### config.mk
export PLATFORM = sky130hd
export DESIGN_NAME = pkhdr_codec_flat
export DESIGN_NICKNAME = d
export VERILOG_FILES = /design/src/rtl/pkhdr_codec_if.sv /design/src/rtl/pkhdr_codec.sv /design/src/flat_wrapper.sv
export SDC_FILE = /design/constraint.sdc
export NUM_CORES = 1
export LEC_CHECK = 0
export ABC_AREA = 1
export CAP_MARGIN = 20
export CORE_MARGIN = 2
export CORE_UTILIZATION = 35
export CTS_CLUSTER_DIAMETER = 100
export DETAILED_ROUTE_END_ITERATION = 6
export SLEW_MARGIN = 20
export SYNTH_ARGS = -nofsm -noshare
export SYNTH_HDL_FRONTEND = slang
export SYNTH_SLANG_ARGS = --single-unit
### constraint.sdc
create_clock -name clk_6M -period 3.1 [get_ports clk_6M]
set_input_delay 0.31 -clock clk_6M [delete_from_list [all_inputs] [get_ports clk_6M]]
set_output_delay 0.31 -clock clk_6M [all_outputs]
set_load 0.005 [all_outputs]
### src/rtl/pkhdr_codec_if.sv
// pkhdr_codec_if: control, header and bit-stream signals between the packet controller and the header codec
interface pkhdr_codec_if #(
  parameter int HDR_BITS = 10,
  parameter int HEC_BITS = 8,
  parameter int WHT_BITS = 7
);
  logic                p_1us;
  logic                start_p;
  logic                stop_p;
  logic                pk_encode;
  logic                whiten_en;
  logic [HEC_BITS-1:0] hec_init;
  logic [WHT_BITS-1:0] wht_init;
  logic [HDR_BITS-1:0] hdr_tx;
  logic                rx_bit;
  logic                tx_bit;
  logic                tx_valid;
  logic [HDR_BITS-1:0] hdr_rx;
  logic                busy;
  logic                done_p;
  logic                hec_ok;
  modport master (
    output p_1us, start_p, stop_p, pk_encode, whiten_en, hec_init, wht_init, hdr_tx, rx_bit,
    input  tx_bit, tx_valid, hdr_rx, busy, done_p, hec_ok
  );
  modport slave (
    input  p_1us, start_p, stop_p, pk_encode, whiten_en, hec_init, wht_init, hdr_tx, rx_bit,
    output tx_bit, tx_valid, hdr_rx, busy, done_p, hec_ok
  );
endinterface

### src/rtl/pkhdr_codec.sv
// pkhdr_codec: packet-header serialiser/deserialiser with HEC, whitening and rate-1/N repetition FEC
module pkhdr_codec #(
  parameter int                  HDR_BITS = 10,
  parameter int                  HEC_BITS = 8,
  parameter logic [HEC_BITS-1:0] HEC_POLY = 8'hA7,
  parameter int                  WHT_BITS = 7,
  parameter logic [WHT_BITS-1:0] WHT_POLY = 7'h11,
  parameter int                  FEC_REP  = 3
) (
  input logic          clk_6M,
  input logic          rstz,
  pkhdr_codec_if.slave io
);
  localparam int RW  = FEC_REP > 1 ? $clog2(FEC_REP) : 1;
  localparam int SD  = FEC_REP > 1 ? FEC_REP - 1 : 1;
  localparam int TOT = HDR_BITS + HEC_BITS;
  localparam int BW  = $clog2(TOT);
  localparam int CW  = $clog2(FEC_REP + 1);
  typedef enum logic [1:0] {IDLE, HDR, HEC, DONE} state_t;
  state_t              state, state_n;
  logic                enc, wen, tx_bit, hec_ok;
  logic [HDR_BITS-1:0] hdr_sh, hdr_rx, hdr_sh_n;
  logic [HEC_BITS-1:0] rem, rem_n;
  logic [WHT_BITS-1:0] wht, wht_n;
  logic [RW-1:0]       rep_cnt;
  logic [BW-1:0]       bit_cnt;
  logic [SD-1:0]       samp;
  logic [CW-1:0]       ones;
  logic                busy, hdr_ph, stb, adv, last, hdr_last, w, w_n, vote, d, fb, tx_nxt;
  assign busy        = state == HDR || state == HEC;
  assign io.busy     = busy;
  assign io.tx_valid = busy & enc;
  assign io.done_p   = state == DONE;
  assign io.tx_bit   = tx_bit;
  assign io.hdr_rx   = hdr_rx;
  assign io.hec_ok   = hec_ok;
  always_ff @(posedge clk_6M or negedge rstz)
    if (!rstz) state <= IDLE;
    else state <= state_n;
  always_comb begin
    hdr_ph   = state == HDR;
    stb      = io.p_1us & busy & ~io.stop_p & ~io.start_p;
    adv      = stb & (rep_cnt == RW'(FEC_REP - 1));
    last     = bit_cnt == BW'(TOT - 1);
    hdr_last = bit_cnt == BW'(HDR_BITS - 1);
    w        = wen & wht[WHT_BITS-1];
    ones     = CW'(io.rx_bit);
    for (int i = 0; i < FEC_REP - 1; i++) ones = ones + CW'(samp[i]);
    vote     = ones > CW'(FEC_REP / 2);
    d        = enc ? hdr_sh[0] : vote ^ w;
    // transmit HEC phase just shifts the remainder out; receive keeps dividing through the HEC
    fb       = (enc & ~hdr_ph) ? 1'b0 : d ^ rem[HEC_BITS-1];
    rem_n    = {rem[HEC_BITS-2:0], 1'b0} ^ (HEC_POLY & {HEC_BITS{fb}});
    wht_n    = wen ? ({wht[WHT_BITS-2:0], 1'b0} ^ (WHT_POLY & {WHT_BITS{wht[WHT_BITS-1]}})) : wht;
    w_n      = wen & wht_n[WHT_BITS-1];
    hdr_sh_n = hdr_sh >> 1;
    state_n  = io.start_p ? HDR :
               io.stop_p ? IDLE :
               state == DONE ? IDLE :
               !adv ? state :
               hdr_ph ? (hdr_last ? HEC : HDR) :
               (last ? DONE : HEC);
    tx_nxt   = enc & (state_n == HDR ? hdr_sh_n[0] ^ w_n :
                      state_n == HEC ? rem_n[HEC_BITS-1] ^ w_n : 1'b0);
  end
  always_ff @(posedge clk_6M or negedge rstz)
    if (!rstz) begin
      enc     <= 1'b0;
      wen     <= 1'b0;
      tx_bit  <= 1'b0;
      hec_ok  <= 1'b0;
      hdr_sh  <= '0;
      hdr_rx  <= '0;
      rem     <= '0;
      wht     <= '0;
      rep_cnt <= '0;
      bit_cnt <= '0;
      samp    <= '0;
    end else if (io.start_p) begin
      enc     <= io.pk_encode;
      wen     <= io.whiten_en;
      tx_bit  <= io.pk_encode & (io.hdr_tx[0] ^ (io.whiten_en & io.wht_init[WHT_BITS-1]));
      hec_ok  <= 1'b0;
      hdr_sh  <= io.hdr_tx;
      hdr_rx  <= '0;
      rem     <= io.hec_init;
      wht     <= io.wht_init;
      rep_cnt <= '0;
      bit_cnt <= '0;
      samp    <= '0;
    end else if (stb) begin
      samp    <= SD'({samp, io.rx_bit});
      rep_cnt <= adv ? '0 : rep_cnt + RW'(1);
      if (adv) begin
        bit_cnt <= bit_cnt + BW'(1);
        hdr_sh  <= hdr_sh_n;
        rem     <= rem_n;
        wht     <= wht_n;
        tx_bit  <= tx_nxt;
        if (!enc && hdr_ph) hdr_rx <= {d, hdr_rx[HDR_BITS-1:1]};
        if (!hdr_ph && last) hec_ok <= enc | (rem_n == '0);
      end
    end
endmodule

### src/flat_wrapper.sv
// flat-port wrapper written by rule: the top's interface ports become plain ports
module pkhdr_codec_flat 
#(
  parameter int                  HDR_BITS = 10,
  parameter int                  HEC_BITS = 8,
  parameter logic [HEC_BITS-1:0] HEC_POLY = 8'hA7,
  parameter int                  WHT_BITS = 7,
  parameter logic [WHT_BITS-1:0] WHT_POLY = 7'h11,
  parameter int                  FEC_REP  = 3
)
  (clk_6M, rstz, io_p_1us, io_start_p, io_stop_p, io_pk_encode, io_whiten_en, io_hec_init, io_wht_init, io_hdr_tx, io_rx_bit, io_tx_bit, io_tx_valid, io_hdr_rx, io_busy, io_done_p, io_hec_ok);
  pkhdr_codec_if #(.HDR_BITS(HDR_BITS), .HEC_BITS(HEC_BITS), .WHT_BITS(WHT_BITS)) io_i ();
  input logic clk_6M;
  input logic rstz;
  input wire logic [$bits(io_i.p_1us)-1:0] io_p_1us;
  input wire logic [$bits(io_i.start_p)-1:0] io_start_p;
  input wire logic [$bits(io_i.stop_p)-1:0] io_stop_p;
  input wire logic [$bits(io_i.pk_encode)-1:0] io_pk_encode;
  input wire logic [$bits(io_i.whiten_en)-1:0] io_whiten_en;
  input wire logic [$bits(io_i.hec_init)-1:0] io_hec_init;
  input wire logic [$bits(io_i.wht_init)-1:0] io_wht_init;
  input wire logic [$bits(io_i.hdr_tx)-1:0] io_hdr_tx;
  input wire logic [$bits(io_i.rx_bit)-1:0] io_rx_bit;
  output wire logic [$bits(io_i.tx_bit)-1:0] io_tx_bit;
  output wire logic [$bits(io_i.tx_valid)-1:0] io_tx_valid;
  output wire logic [$bits(io_i.hdr_rx)-1:0] io_hdr_rx;
  output wire logic [$bits(io_i.busy)-1:0] io_busy;
  output wire logic [$bits(io_i.done_p)-1:0] io_done_p;
  output wire logic [$bits(io_i.hec_ok)-1:0] io_hec_ok;
  assign io_i.p_1us = io_p_1us;
  assign io_i.start_p = io_start_p;
  assign io_i.stop_p = io_stop_p;
  assign io_i.pk_encode = io_pk_encode;
  assign io_i.whiten_en = io_whiten_en;
  assign io_i.hec_init = io_hec_init;
  assign io_i.wht_init = io_wht_init;
  assign io_i.hdr_tx = io_hdr_tx;
  assign io_i.rx_bit = io_rx_bit;
  assign io_tx_bit = io_i.tx_bit;
  assign io_tx_valid = io_i.tx_valid;
  assign io_hdr_rx = io_i.hdr_rx;
  assign io_busy = io_i.busy;
  assign io_done_p = io_i.done_p;
  assign io_hec_ok = io_i.hec_ok;
  pkhdr_codec #(.HDR_BITS(HDR_BITS), .HEC_BITS(HEC_BITS), .HEC_POLY(HEC_POLY), .WHT_BITS(WHT_BITS), .WHT_POLY(WHT_POLY), .FEC_REP(FEC_REP)) u_core (.clk_6M(clk_6M), .rstz(rstz), .io(io_i));
endmodule
==> impl_results.md <==
- Status: completed
- Crit path max fanout: 39
- Hold crit path type: input pin to asynchronous set/reset pin
- Most used DFF post-synth: dfrtp_1
- CP arrival: 2.28 ns
- Syn_nets: 366
- Reg2reg end: u_core.rem[2]$_DFFE_PN0P_
- Clock Latency Late Sink: 0.31 ns
- Antenna Cells: 0
- Layout Cells excl Fill: 471
- Post-synth EDFFs: 0
- Cell variety after synth: 28
- Pwr Density: 450.7 mW/mm^2
- Hold-fix buffers, CTS: 0
- Crit-path slowest cell: dfrtp_1
- CP cell instances: ha_1, inv_1, nand3_4, inv_2, nand3_2, nand2_4, buf_4, o21ai_0, o22ai_1
- R2R depth: 9
- Placed cells: 463
- Area leader, netlist: dfrtp_1
- Vias in the first global route: 2165
- Max_cap viols: 0
- Post-synthesis sequential element count: 50
- Setup-failing EPs final: 0
- Post-CTS resize count: 0
- CTS root buf: clkbuf_8
- Reg-to-reg setup timing slack: 1.05 ns
- Cells after synthesis: 327
- Tmin final: 2.050 ns
- Die area: 0.008201 sq mm
- GPL Wtd Cong: 0.8122
- Top cells by area, synth: dfrtp_1, nand2_1, o21ai_0, inv_1, nand3_1
- FF/Latch Area: 0.001251 sq mm
- CP endpoint kind: flop
- DR vias: 2241
- Leak: 1.472 nW
- WP buf/inv: 3
- Synth async-reset ratio: 100.0%
- # fillers: 743
- RSZ-0062 raised after global routing: false
- CTS tree: done
- Setup Fix Bufs, Post-CTS: 0
- Worst-margin pin slew: 0.7169 ns
- GR Overflow Total: 0
- Crit start category: flop
- CP top delay family: buffers and inverters
- First-pass GRT wire length: 10120 microns
- Post-DP HPWL: 4104 microns
- Max VDD drop: 0.2181 mV
- Final WL: 5762 microns
- Initial antenna violation count: 0
- Residual DRC: 0
- Area Overhead vs Synth: 25.81%
- Worst flop-to-flop path startpoint: u_core.state[0]$_DFF_PN0_
- Critical path class: flop to flop
- Setup TNS: 0 ns
- WP depth: 9
- DRT iter0 DRCs: 119
- Crit share post-route: 66.13%
- # clock sinks: 50
- Via-to-Cell Ratio: 4.758
- Sequential fraction of the synthesis area: 47.71%
- Commonest cells in the synthesized netlist: nand2_1, dfrtp_1, o21ai_0
- Final Hold Fails: 0
- Largest net degree at the start of global routing: 40
- Worst EP required: 3.33 ns
- I/O Buffers: 47
- Reg clk slew, reported paths: 0.10 ns
- FMAX: 487.8 MHz
- FP Rows: 31
- Bufs on Longest Clock Path: 2
- Die H: 90.56 microns
- Synth warn: 0
- Yosys top cell area share: 47.71%
- Slew Viols, Final: 0
- Antenna Violating Nets Remaining: 0
- Area of the multi-input gates: 0.001151 sq mm
- Post-Synthesis Cell Area: 0.002623 sq mm
- Wire length per cell: 12.23 microns
- Die X: 90.56 microns
- Setup Skew: 0.01133 ns
- # IOs: 48
- Initial core utilization: 36.16%
- CORE AREA: 0.007253 sq mm
- CTS Buf Count: 5
- Max incr delay on CP: 0.42 ns
- Count leader, synth: nand2_1
- Nets: 410
- Syn Area/Cell: 8.020 sq um
- First-pass iteration count of the detailed router: 5
- Tot Pwr: 1.487 mW
- GRT Resource Usage Total: 15.17%
- DP Worst Slack: 0.7390 ns
- # H-tree levels: 2
- Setup ws final: 1.050 ns
- Slew HR: 52.21%
- Layout cells sized above 1: 7.796%
worst register-to-register path: stages (launching register included):
cell and delay (ns):
dfrtp_1 0.42, ha_1 0.32, inv_1 0.14, nand3_4 0.11
inv_2 0.10, nand3_2 0.11, nand2_4 0.12, buf_4 0.33
o21ai_0 0.17, o22ai_1 0.15
through the flow:
stage | instance area, sq um | util (%) | hold WS (ns)
floorplan | 2623 | - | 0.01441
global placement | 3186 | 43.92 | 0.4108
detailed placement | 3186 | 43.92 | 0.4195
CTS | 3299 | 45.49 | 0.06938
global route | 3299 | 45.49 | 0.09072
finish | 3299 | 45.49 | 0.03797
layout by cell type (no fill, tap or decap), types with 3 or more instances in the layout:
cell type        instances
inv_2                    3
dfrtp_1                 50
o211ai_1                13
a31oi_1                  7
buf_4                    5
inv_1                   37
clkdlybuf4s50_1         46
o21ai_0                 40
o22ai_1                  4
nand4_1                  4
nor2_1                  19
a21oi_1                  6
nand2_1                 85
ha_1                     6
clkbuf_8                 5
nand3_1                 21
power breakdown:
| part | leakage, nW | switching [mW] | internal (mW) |
|---|---|---|---|
| logic | 0.785 | 0.159 | 0.126 |
| registers | 0.637 | 0.0306 | 0.705 |
| clock network | 0.0504 | 0.227 | 0.240 |
| total | 1.47 | 0.416 | 1.07 |
kinds of logic (layout without fill, tap and decap cells):
family,count (synthesis),after routing,synth area share (%)
xor+xnor,4,4,1.336
buf+inv,56,101,8.397
flops,50,50,47.71
fa+ha+maj,6,6,2.863
compound gates,72,72,15.79
simple gates,139,139,23.90
how the worst max path moves through the flow:
stage | from | to
2_1_floorplan | u_core.state[0]$_DFF_PN0_ | u_core.io.tx_bit$_DFFE_PN0P_
3_3_place_gp | io_rx_bit | u_core.io.hec_ok$_DFFE_PN0P_
3_5_place_dp | io_rx_bit | u_core.io.hec_ok$_DFFE_PN0P_
4_1_cts | u_core.state[0]$_DFF_PN0_ | u_core.rem[2]$_DFFE_PN0P_
5_1_grt | io_rx_bit | u_core.io.hec_ok$_DFFE_PN0P_
6_report | u_core.state[0]$_DFF_PN0_ | u_core.rem[2]$_DFFE_PN0P_
state kept, by name, summed over array words and instances (netlist names):
| register | count |
|---|---|
| u_core.hdr_sh | 10 |
| u_core.io.hdr_rx | 10 |
| u_core.rem | 8 |
| u_core.wht | 7 |
| u_core.bit_cnt | 5 |
| u_core.rep_cnt | 2 |
| u_core.samp | 2 |
| u_core.state | 2 |
| u_core.enc | 1 |
| u_core.io.hec_ok | 1 |
| u_core.io.tx_bit | 1 |
| u_core.wen | 1 |
area by class of cell:
class                   instances  share of cell area, %
clock buffers                   5                  2.086
flip-flops and latches         50                  37.92
repair buffers                 52                  15.24
inverters                      41                  4.740
multi-input cells             221                  34.89
clock inverters                 3                  1.365
well taps                      99                  3.754
metal layers:
layer	wire length, microns	global-route usage, %
met5	0	0
met1	2900	21.36
met2	2521	23.45
met3	267	3.756
met4	73	3.846
No activity file was read; power rests on OpenSTA's default activity.
